[config.mk]
export PLATFORM = sky130hd
export DESIGN_NAME = riscv_zero_fetch
export DESIGN_NICKNAME = d
export VERILOG_FILES = /design/src/rtl/riscv_zero_pkg.sv /design/src/rtl/riscv_zero_fetch_fifo.sv /design/src/rtl/riscv_zero_fetch.sv
export SDC_FILE = /design/constraint.sdc
export NUM_CORES = 1
export LEC_CHECK = 0
export CORE_UTILIZATION = 56
export CTS_BUF_LIST = sky130_fd_sc_hd__clkbuf_4 sky130_fd_sc_hd__clkbuf_8
export CTS_CLUSTER_DIAMETER = 80
export DETAILED_ROUTE_END_ITERATION = 6
export GPL_ROUTABILITY_DRIVEN = 0
export PLACE_DENSITY = 0.82
export SLEW_MARGIN = 20
export SYNTH_ARGS = -nofsm -noshare
export SYNTH_HDL_FRONTEND = slang
export SYNTH_SLANG_ARGS = --single-unit
[constraint.sdc]
create_clock -name clk -period 4.7 [get_ports clk]
set_clock_uncertainty 0.2 [all_clocks]
set_input_delay 0.47 -clock clk [delete_from_list [all_inputs] [get_ports clk]]
set_output_delay 0.47 -clock clk [all_outputs]
set_load 0.02 [all_outputs]
[src/rtl/riscv_zero_pkg.sv]
// Shared definitions for the riscv_zero core: datapath width, canonical NOP,
// PC increment and the fetch-buffer entry layout.
package riscv_zero_pkg;

  localparam int unsigned XLEN = 32;
  localparam logic [XLEN-1:0] NOP_INST = 32'h0000_0013;
  localparam logic [XLEN-1:0] PC_STEP = 32'd4;

  // One fetched instruction together with the PC it was fetched from.
  typedef struct packed {
    logic [XLEN-1:0] pc;
    logic [XLEN-1:0] inst;
  } fetch_entry_t;

endpackage

[src/rtl/riscv_zero_fetch_fifo.sv]
// Small synchronous FIFO with push/pop/flush. Serves both as the fetch output
// buffer and as the in-flight PC tag queue. Flush (and reset) take priority
// over a same-cycle push or pop. Push on a full FIFO is accepted only when a
// pop happens in the same cycle.
module riscv_zero_fetch_fifo #(
  parameter int unsigned WIDTH = 32,
  parameter int unsigned DEPTH = 2
) (
  input  logic                       clk,
  input  logic                       reset,
  input  logic                       i_push,
  input  logic [WIDTH-1:0]           i_data,
  input  logic                       i_pop,
  input  logic                       i_flush,
  output logic [WIDTH-1:0]           o_head,
  output logic [$clog2(DEPTH+1)-1:0] o_count
);

  localparam int unsigned CW = $clog2(DEPTH + 1);
  localparam int unsigned PW = (DEPTH > 1) ? $clog2(DEPTH) : 1;

  logic [WIDTH-1:0] r_mem [DEPTH];
  logic [PW-1:0]    r_wr_ptr;
  logic [PW-1:0]    r_rd_ptr;
  logic [CW-1:0]    r_count;
  logic             w_push;
  logic             w_pop;

  // Pointers wrap explicitly so DEPTH need not be a power of two.
  function automatic logic [PW-1:0] ptr_inc(input logic [PW-1:0] p);
    return (p == PW'(DEPTH - 1)) ? '0 : p + PW'(1);
  endfunction

  assign w_pop  = i_pop && !i_flush && (r_count != '0);
  assign w_push = i_push && !i_flush && ((r_count != CW'(DEPTH)) || w_pop);

  // Pointer and occupancy bookkeeping.
  always_ff @(posedge clk) begin
    if (reset || i_flush) begin
      r_wr_ptr <= '0;
      r_rd_ptr <= '0;
      r_count  <= '0;
    end else begin
      if (w_push) r_wr_ptr <= ptr_inc(r_wr_ptr);
      if (w_pop)  r_rd_ptr <= ptr_inc(r_rd_ptr);
      unique case ({w_push, w_pop})
        2'b10:   r_count <= r_count + CW'(1);
        2'b01:   r_count <= r_count - CW'(1);
        default: r_count <= r_count;
      endcase
    end
  end

  // Storage write; contents need no reset since occupancy gates every read.
  always_ff @(posedge clk) begin
    if (w_push) r_mem[r_wr_ptr] <= i_data;
  end

  assign o_head  = r_mem[r_rd_ptr];
  assign o_count = r_count;

endmodule

[src/rtl/riscv_zero_fetch.sv]
// Instruction fetch stage of riscv_zero. Owns the PC, issues in-order word
// requests to instruction memory under a credit limit of FIFO_DEPTH words
// (in flight + buffered), tags each returning word with its PC and hands
// {pc, inst} to decode over valid/ready. Redirects flush the buffer and
// discard responses still in flight.
// Optional: define RISCV_ZERO_FETCH_MISALIGN_TRAP_EN to add fetch_misaligned,
// which latches on a redirect to a non-word-aligned target and halts fetch
// until the next aligned redirect.
module riscv_zero_fetch
  import riscv_zero_pkg::*;
#(
  parameter logic [XLEN-1:0] RESET_PC   = 32'h0000_0000,
  parameter int unsigned     FIFO_DEPTH = 2
) (
  input  logic            clk,
  input  logic            reset,
  output logic            imem_req_valid,
  input  logic            imem_req_ready,
  output logic [XLEN-1:0] imem_addr,
  input  logic            imem_rsp_valid,
  input  logic [XLEN-1:0] imem_rsp_data,
  input  logic            redirect_valid,
  input  logic [XLEN-1:0] redirect_pc,
  output logic            if_valid,
  input  logic            if_ready,
  output logic [XLEN-1:0] inst_data,
  output logic [XLEN-1:0] pc_out
`ifdef RISCV_ZERO_FETCH_MISALIGN_TRAP_EN
  ,
  output logic            fetch_misaligned
`endif
);

  localparam int unsigned CW = $clog2(FIFO_DEPTH + 1);

  logic [XLEN-1:0]              r_pc;
  logic [XLEN-1:0]              r_last_pc;
  logic [CW-1:0]                r_drop_cnt;
  logic [CW-1:0]                w_tag_count;
  logic [CW-1:0]                w_out_count;
  logic [CW-1:0]                w_outstanding;
  logic [XLEN-1:0]              w_tag_head;
  logic [XLEN-1:0]              w_target;
  logic [$bits(fetch_entry_t)-1:0] w_out_head_raw;
  fetch_entry_t                 w_out_head;
  fetch_entry_t                 w_push_entry;
  logic                         w_out_empty;
  logic                         w_halt;
  logic                         w_credit;
  logic                         w_req_fire;
  logic                         w_rsp_drop;
  logic                         w_rsp_keep;
  logic                         w_pop;

`ifdef RISCV_ZERO_FETCH_MISALIGN_TRAP_EN
  logic r_misaligned;
  assign w_halt           = r_misaligned;
  assign fetch_misaligned = r_misaligned;
`else
  // Target low bits are ignored when the trap is not built in.
  logic w_unused_redirect_lsb;
  assign w_unused_redirect_lsb = ^redirect_pc[1:0];
  assign w_halt = 1'b0;
`endif

  assign w_target = {redirect_pc[XLEN-1:2], 2'b00};

  // Every in-flight request either owns a tag or is counted for discard.
  assign w_outstanding = w_tag_count + r_drop_cnt;

  assign w_out_empty = (w_out_count == '0);
  assign if_valid    = !w_out_empty;
  assign w_out_head  = fetch_entry_t'(w_out_head_raw);
  assign inst_data   = w_out_empty ? NOP_INST : w_out_head.inst;
  assign pc_out      = w_out_empty ? r_last_pc : w_out_head.pc;

  // A redirect flushes the buffer, so it suppresses the pop it coincides with.
  assign w_pop = if_valid && if_ready && !redirect_valid;

  // The entry leaving this cycle frees its slot, which is what lets a 1-cycle
  // memory sustain one instruction per cycle with only two credits.
  assign w_credit = (32'(w_outstanding) + 32'(w_out_count)) < (FIFO_DEPTH + 32'(w_pop));

  assign imem_req_valid = !reset && !redirect_valid && !w_halt && w_credit;
  assign imem_addr      = r_pc;
  assign w_req_fire     = imem_req_valid && imem_req_ready;

  assign w_rsp_drop = imem_rsp_valid && (redirect_valid || (r_drop_cnt != '0));
  assign w_rsp_keep = imem_rsp_valid && !w_rsp_drop;

  assign w_push_entry = '{pc: w_tag_head, inst: imem_rsp_data};

  riscv_zero_fetch_fifo #(
    .WIDTH (XLEN),
    .DEPTH (FIFO_DEPTH)
  ) u_tag_fifo (
    .clk     (clk),
    .reset   (reset),
    .i_push  (w_req_fire),
    .i_data  (r_pc),
    .i_pop   (w_rsp_keep),
    .i_flush (redirect_valid),
    .o_head  (w_tag_head),
    .o_count (w_tag_count)
  );

  riscv_zero_fetch_fifo #(
    .WIDTH ($bits(fetch_entry_t)),
    .DEPTH (FIFO_DEPTH)
  ) u_out_fifo (
    .clk     (clk),
    .reset   (reset),
    .i_push  (w_rsp_keep),
    .i_data  (w_push_entry),
    .i_pop   (w_pop),
    .i_flush (redirect_valid),
    .o_head  (w_out_head_raw),
    .o_count (w_out_count)
  );

  // PC advance, redirect capture and stale-response discard accounting.
  always_ff @(posedge clk) begin
    if (reset) begin
      r_pc       <= RESET_PC;
      r_last_pc  <= RESET_PC;
      r_drop_cnt <= '0;
`ifdef RISCV_ZERO_FETCH_MISALIGN_TRAP_EN
      r_misaligned <= 1'b0;
`endif
    end else begin
      if (redirect_valid) begin
        r_pc       <= w_target;
        // No request is issued this cycle, so only a response can change it.
        r_drop_cnt <= w_outstanding - CW'(imem_rsp_valid);
`ifdef RISCV_ZERO_FETCH_MISALIGN_TRAP_EN
        r_misaligned <= |redirect_pc[1:0];
`endif
      end else begin
        if (w_req_fire) r_pc <= r_pc + PC_STEP;
        if (imem_rsp_valid && (r_drop_cnt != '0)) r_drop_cnt <= r_drop_cnt - CW'(1);
      end
      if (w_pop) r_last_pc <= w_out_head.pc;
    end
  end

endmodule
==> results by stage <==
Run status:
- The flow ran to the end, and the final reports show no timing, DRC or antenna violations.

Cells and area:
- The library cells used most frequently in the layout, excluding fill and tap cells, are 184 x edfxtp_1, 160 x clkdlybuf4s50_1, 111 x nor2_1.
- The number of antenna diodes in the final layout is 0.
- The sequential standard cell area is about 0.007 mm².
- The total number of nets in the final design is 1084.
- After filler insertion, the fill cell instance count of the layout stands at 1265.
- The post-route cell area is 0.0133 mm².
- At the end of the flow the core is filled with cells to a little under three quarters.
- The area occupied by multi-input gates is 0.00340 mm².
- The most common cell after layout, fill and taps aside is edfxtp_1.
- The fraction of layout instances using a drive strength above 1 is 12.7%.
- Relative to the synthesized area, the layout overhead comes to 25.1%.

Floorplanning:
- From bottom edge to top edge, the die measures 140 µm.
- The number of core rows is 50.
- The number of top-level pins is ~170.
- The area of the die is 0.0196 mm².
- The area of the core is roughly 0.019 mm².
- The die span in x is 140 µm.
- The initial core utilization is roughly 57%.

STA:
- The transition time of the tightest slew-check pin is 1080 ps.
- Setup violations remaining at the end of the flow were counted as 0.
- The fmax is 266 MHz.
- Headroom to the max-slew limit came out at 28.2%.
- The final critical-path required period is 3760 ps.
- The hold violation total from the final report is 0.
- The worst path uses 80.1% of the clock period.
- The setup TNS is 0 ps.
- The worst hold slack across all endpoints is ~94 ps.
- The final max-slew violation count came to 0.
- Setup repair after global routing left no endpoint under its margin.

Route:
- The sum of routed wire segments on met1 is 9400 µm.
- The residual DRC count is 0.
- The first detailed-routing pass took 6 iterations.
- The number of vias per cell after detailed routing is 5.76.
- The number of DRC violations after detailed-routing iteration 0 is 631.
- The wire length after detailed routing is 22200 µm.
- The sum of met3 wire segment lengths after detailed routing is 1950 µm.
- After detailed routing, the met2 layer carries 10500 µm of wire.
- The top routing layer in use is met4.
- Dividing the detail-routed wire length by the instance count gives roughly 17 µm.
- The total via count after detailed routing is 7336.
- Once detail routing completed, the nets flagged for antenna violations numbered 0.

Place:
- The number of input and output port buffers inserted is 161.
- Once detailed placement completed, the half-perimeter wirelength came to 14100 µm.
- In this run the cell area measured after placement is between 0.01 and 0.015 mm².

Global routing:
- The wire length of the first global-routing pass is approximately 35000 µm.
- The pin count of the biggest net entering global routing is 69.
- For this run, the total global-route usage over all layers was measured as 22.8%.
- After global routing the overflow that remains totals 0.
- The number of antenna violations at the first check in global routing is 0.
- The via count of the first global-routing pass is roughly 7000.

Yosys:
- For this run, the leading register cell type out of synthesis is edfxtp_1.
- The cell area after synthesis is around 0.011 mm².
- The share of the synthesized area in the top cell type is about 52%.
- The gate count after technology mapping is 835.
- The Yosys warning count is 0.
- The number of distinct library cells after synthesis is 62.
- The post-synthesis async set-or-reset flop share is 0%.
- In this run the mean area of a mapped cell was 12.8 µm².
- The number of enable flip-flop cells after synthesis is approximately 180.
- Of the synthesized area, sequential elements account for 65.4%.
- Yosys attributes the largest share of cell area to edfxtp_1 52%, dfxtp_1 14%, mux2i_1 6.1%.
- The cell type with the largest total area after synthesis is edfxtp_1.
- The synthesized design contains 256 register bits.

CTS:
- The count of instances resized after the clock tree is built is 0.
- The clock tree from TritonCTS is yes.
- The CTS buffer count is 41.
- CTS saw 256 sinks.
- The longest clock path from root to sink contains 3 buffers.
- The clock reaches the later pin of the worst-skew pair after 530 ps.
- The post-CTS setup-driven buffer insertion count is 0.
- The H-tree was split into 2 levels.
- Clock-pin slew was measured on the worst setup and hold paths at 60 ps.
- The CTS root buffer is clkbuf_8.
- The hold buffer count at CTS is 0.

Critical path:
- The capturing element type of the critical path is a primary output.
- The startpoint type of the worst setup path is a register.
- The maximum fanout count along the critical path is 19.
- The setup path with the least slack is of type reg -> out.
- The worst register-to-register path begins at u_tag_fifo.o_count[0].
- The critical path arrival is 3090 ps.
- The required time reported for the critical path endpoint is just over 4000 ps.
- The launching element of the worst setup path is u_tag_fifo.o_count[0].

Power and ir drop:
- The maximum ir drop on the vdd rail is 197 µV.
- Dividing total power by cell area gives a power density of 371 mW/mm².
- The leakage component of the power is approximately 4.3 nW.

Worst hold path:
- The startpoint identified for the worst hold timing path is reset.
- The worst min-delay path category is in -> reg.

Flow run:
- The count of max-cap constraint violations is 0.
==> worst max-delay path: stages, from the launching register on <==
cell,delay [ps]
dfxtp_1,360
ha_1,210
xor2_1,150
xnor2_1,310
fa_1,470
inv_1,100
o31a_1,140
buf_4,220
nor2_1,80
clkdlybuf4s50_1,550
==> registers in the layout, summed over array words and instances (netlist names), named ones only <==
name and count:
u_out_fifo.r_mem 124, u_tag_fifo.r_mem 60, imem_addr 30, r_last_pc 30, r_drop_cnt 2, u_out_fifo.o_count 2, u_tag_fifo.o_count 2, u_out_fifo.r_rd_ptr 1
u_out_fifo.r_wr_ptr 1, u_tag_fifo.r_rd_ptr 1, u_tag_fifo.r_wr_ptr 1
==> cell usage after synthesis, types with 2 or more instances <==
cell type and number:
edfxtp_1 184, nor2_1 116, dfxtp_1 72, mux2i_1 65, a21oi_1 51, nand2_1 39, a211oi_1 33, clkbuf_1 33
mux2_2 30, inv_1 18, nor3_1 15, nand3_1 13, xnor2_1 12, nand4_1 11, nor4_1 11, a22oi_1 10
o21ai_0 10, a31oi_1 9, ha_1 7, and3_1 6, buf_1 6, or3_1 6, and2_1 5, buf_4 4
clkbuf_8 4, nor4b_1 4, xor2_1 4, a2111oi_0 3, a32oi_1 3, and4_1 3, nand2b_1 3, nand3b_1 3
o22ai_1 3, o31a_1 3, or4_1 3, a221oi_1 2, a311oi_1 2, o211ai_1 2, o2bb2ai_1 2, o311ai_0 2
o31ai_1 2
==> final cells by class <==
cell class | count | share of cell area, %
sequential | 256 | 52.3
multi-input combinational | 514 | 25.5
timing repair buffer | 174 | 12.9
clock buffer | 60 | 5.59
tap | 234 | 2.20
clock inverter | 16 | 0.958
inverter | 19 | 0.535
==> kinds of logic (layout without fill, tap and decap cells) <==
logic type                 after synthesis  count (layout)  synth area share (%)
xor gates and xnor gates                16              16                  1.32
other                                    1               4                0.0352
buffers and inverters                   68             269                  3.00
AOI/OAI and AO/OA                      145             145                  8.93
DFF                                    256             256                  65.4
muxes                                   95              95                  9.28
and+or+nand+nor                        246             246                  11.0
adders and majority gates                8               8                  1.01
==> power by group <==
| group | total [mW] | internal [mW] | switching [mW] |
|---|---|---|---|
| logic | 0.427 | 0.194 | 0.233 |
| clock network | 1.97 | 1.13 | 0.837 |
| registers | 2.55 | 2.49 | 0.0600 |
==> path summary, 6_finish.rpt <==
path / endpoint / slack [ps] / cells past startpoint
setup / recovery: imem_req_valid / 940 / 9
hold / removal: u_out_fifo.r_rd_ptr / 90 / 3
setup reg to reg: imem_addr[14] / 1470 / 10
hold reg to reg: r_last_pc[23] / 300 / 2
==> per-stage QoR <==
stage / setup WS, ps / power [mW] / std cells
6_report: 938 / 4.95 / 1273
3_5_place_dp: 1180 / 3.02 / 1197
2_1_floorplan: 480 / 2.82 / 838
5_1_grt: 755 / 5.12 / 1273
3_3_place_gp: 1290 / 3.01 / 1197
4_1_cts: 911 / 4.98 / 1273
==> routing by layer <==
layer	global-route usage, %	up-vias
met5	0	-
met4	7.75	0
met3	5.06	41
met2	37.4	349
met1	30.2	3468
li1	-	3478
(Power assumes the default switching activity.)
==> RTL change: new RTL, same settings <==
The package constant `XLEN` goes from 32 to 64.
--- a/src/rtl/riscv_zero_pkg.sv
+++ b/src/rtl/riscv_zero_pkg.sv
@@ -2,7 +2,7 @@
 // PC increment and the fetch-buffer entry layout.
 package riscv_zero_pkg;
 
-  localparam int unsigned XLEN = 32;
+  localparam int unsigned XLEN = 64;
   localparam logic [XLEN-1:0] NOP_INST = 32'h0000_0013;
   localparam logic [XLEN-1:0] PC_STEP = 32'd4;
 
Interface: changed (5 resized); port bits go from 168 to 328. No check against the original RTL was run, so the function may have changed too.
==> RTL change against the original RTL <==
Register-to-register slack worse by 0.72 ns; synthesized area up 95%; wire length up 130%; largest power group unchanged; sequential share of layout area up 1.4 points; power up 94%; largest cell class unchanged; cell area up 96%; sequential cell count up 256; setup slack worse by 0.19 ns; critical path depth up 1.
==> RTL change: results (changes against the original RTL) <==
Top FF cell, synth=edfxtp_1; P_leak=8.27 nW (+94%); worst r2r path cells=10 (unchanged); largest net degree at the start of global routing=125 (+81%); VDD IR max=0.000239 V (+21%); result of the run=completed; Post-DP HPWL=33.1 mm (+130%); depth of the CTS H-tree=3 (+1); DRT iter0 DRCs=1284 (+100%); Root Buffer=clkbuf_8; CP max stage cell=or4_1; crit-path max cell delay=0.71 ns (+0.16 ns); # fillers=2378 (+88%); share of layout cells above drive strength 1=12.4% (-0.31 points); Reg clk slew, reported paths=0.06 ns (about the same); final WL=50.2 mm (+130%); Tightest Hold Check Type=in -> reg; Total GRT Usage=26.2% (+3.4 points); largest cells by area after synthesis=edfxtp_1 (54%), dfxtp_1 (13%), mux2i_1 (6.1%); synth unique cells=52 (-16%); vias in the first global route=14000 (+99%); Worst Max-Slew Pin Slew=1.04 ns (-0.0352 ns); commonest cells in the netlist=edfxtp_1 (376), nor2_1 (267), dfxtp_1 (136), mux2i_1 (127), a211oi_1 (91); postcts setup bufs=0 (unchanged); CP Max Fanout=26 (+7); 1st-pass router iterations=6 (unchanged); pre-CTS setup slack=0.845 ns (-0.340 ns); first-pass GRT wire length=77.0 mm (+120%); cts repair resizes=0 (unchanged); asr flop ratio synth=0% (unchanged); worst hold stages=2 (-1); initial antenna violation count=1 (+1); Inserted Clock Buffers=79 (+93%); register area share after synthesis=67.5% (+2.1 points); routed vias=14500 (+98%); nets@finish=2053 (+89%); Post-synth EDFFs=376 (+100%); Yosys Warn Count=0 (unchanged); Worst-Skew Late Latency=0.59 ns (+0.06 ns); CP arrival=4.25 ns (+1.16 ns); Clock Path Buffers=3 (unchanged); IO buf count=321 (+99%); Largest regs=u_out_fifo.r_mem x252, u_tag_fifo.r_mem x124
==> RTL change: path summary, 6_finish.rpt <==
kind / startpoint / end / slack (ns)
max: u_tag_fifo.o_count[0] / imem_addr[25] / 0.75
max reg2reg: u_tag_fifo.o_count[0] / imem_addr[25] / 0.75
min: reset / imem_addr[32] / 0.23
min reg2reg: r_last_pc[26] / r_last_pc[26] / 0.30
==> RTL change: report_power, final <==
part	switching, mW	internal (mW)	total, mW
sequential	0.131	5.00	5.13
combinational	0.468	0.379	0.847
clock	1.64	1.99	3.64
==> RTL change: per-stage QoR <==
step / cell area [um^2] / total power [mW] / cells
6_report: 26100 / 9.61 / 2445
5_1_grt: 26100 / 9.95 / 2444
4_1_cts: 26100 / 9.68 / 2444
3_5_place_dp: 24500 / 6.06 / 2298
3_3_place_gp: 24500 / 6.03 / 2298
2_1_floorplan: 20800 / 5.60 / 1580
==> RTL change: final cells by class <==
class | count | share of cell area, %
well taps | 468 | 2.24
repair buffers | 352 | 13.5
multi-input cells | 949 | 24.3
inverters | 17 | 0.254
flip-flops and latches | 512 | 53.7
clock inverters | 33 | 0.801
diodes | 1 | 0.00959
clock buffers | 113 | 5.24
==> RTL change: cells by family (layout without fill, tap and decap cells) <==
group / after synthesis / after routing / synth area share (%)
muxes: 191 / 191 / 9.60
DFF: 512 / 512 / 67.5
adders and majority gates: 8 / 8 / 0.519
AOI/OAI and AO/OA: 257 / 257 / 8.53
other: 1 / 5 / 0.0181
xor gates and xnor gates: 25 / 25 / 1.06
buffers and inverters: 119 / 515 / 2.24
and+or+nand+nor: 464 / 464 / 10.5
==> RTL change: layer usage <==
| metal | GRT usage (%) | wire (um) |
|---|---|---|
| met1 | 34.0 | 20200 |
| met2 | 42.5 | 23600 |
| met3 | 6.00 | 4840 |
| met4 | 10.9 | 1570 |
| met5 | 0 | 0 |
==> RTL change: critical path, delay by kind of cell, from the launching register on <==
kind	cells	cell delay, ns
XOR/XNOR	2	0.32
adder cells (fa/ha/maj)	2	0.78
AO/OA/AOI/OAI	2	0.34
AND/OR/NAND/NOR	3	1.45
buffers and inverters	1	0.33
flip-flops	1	0.42
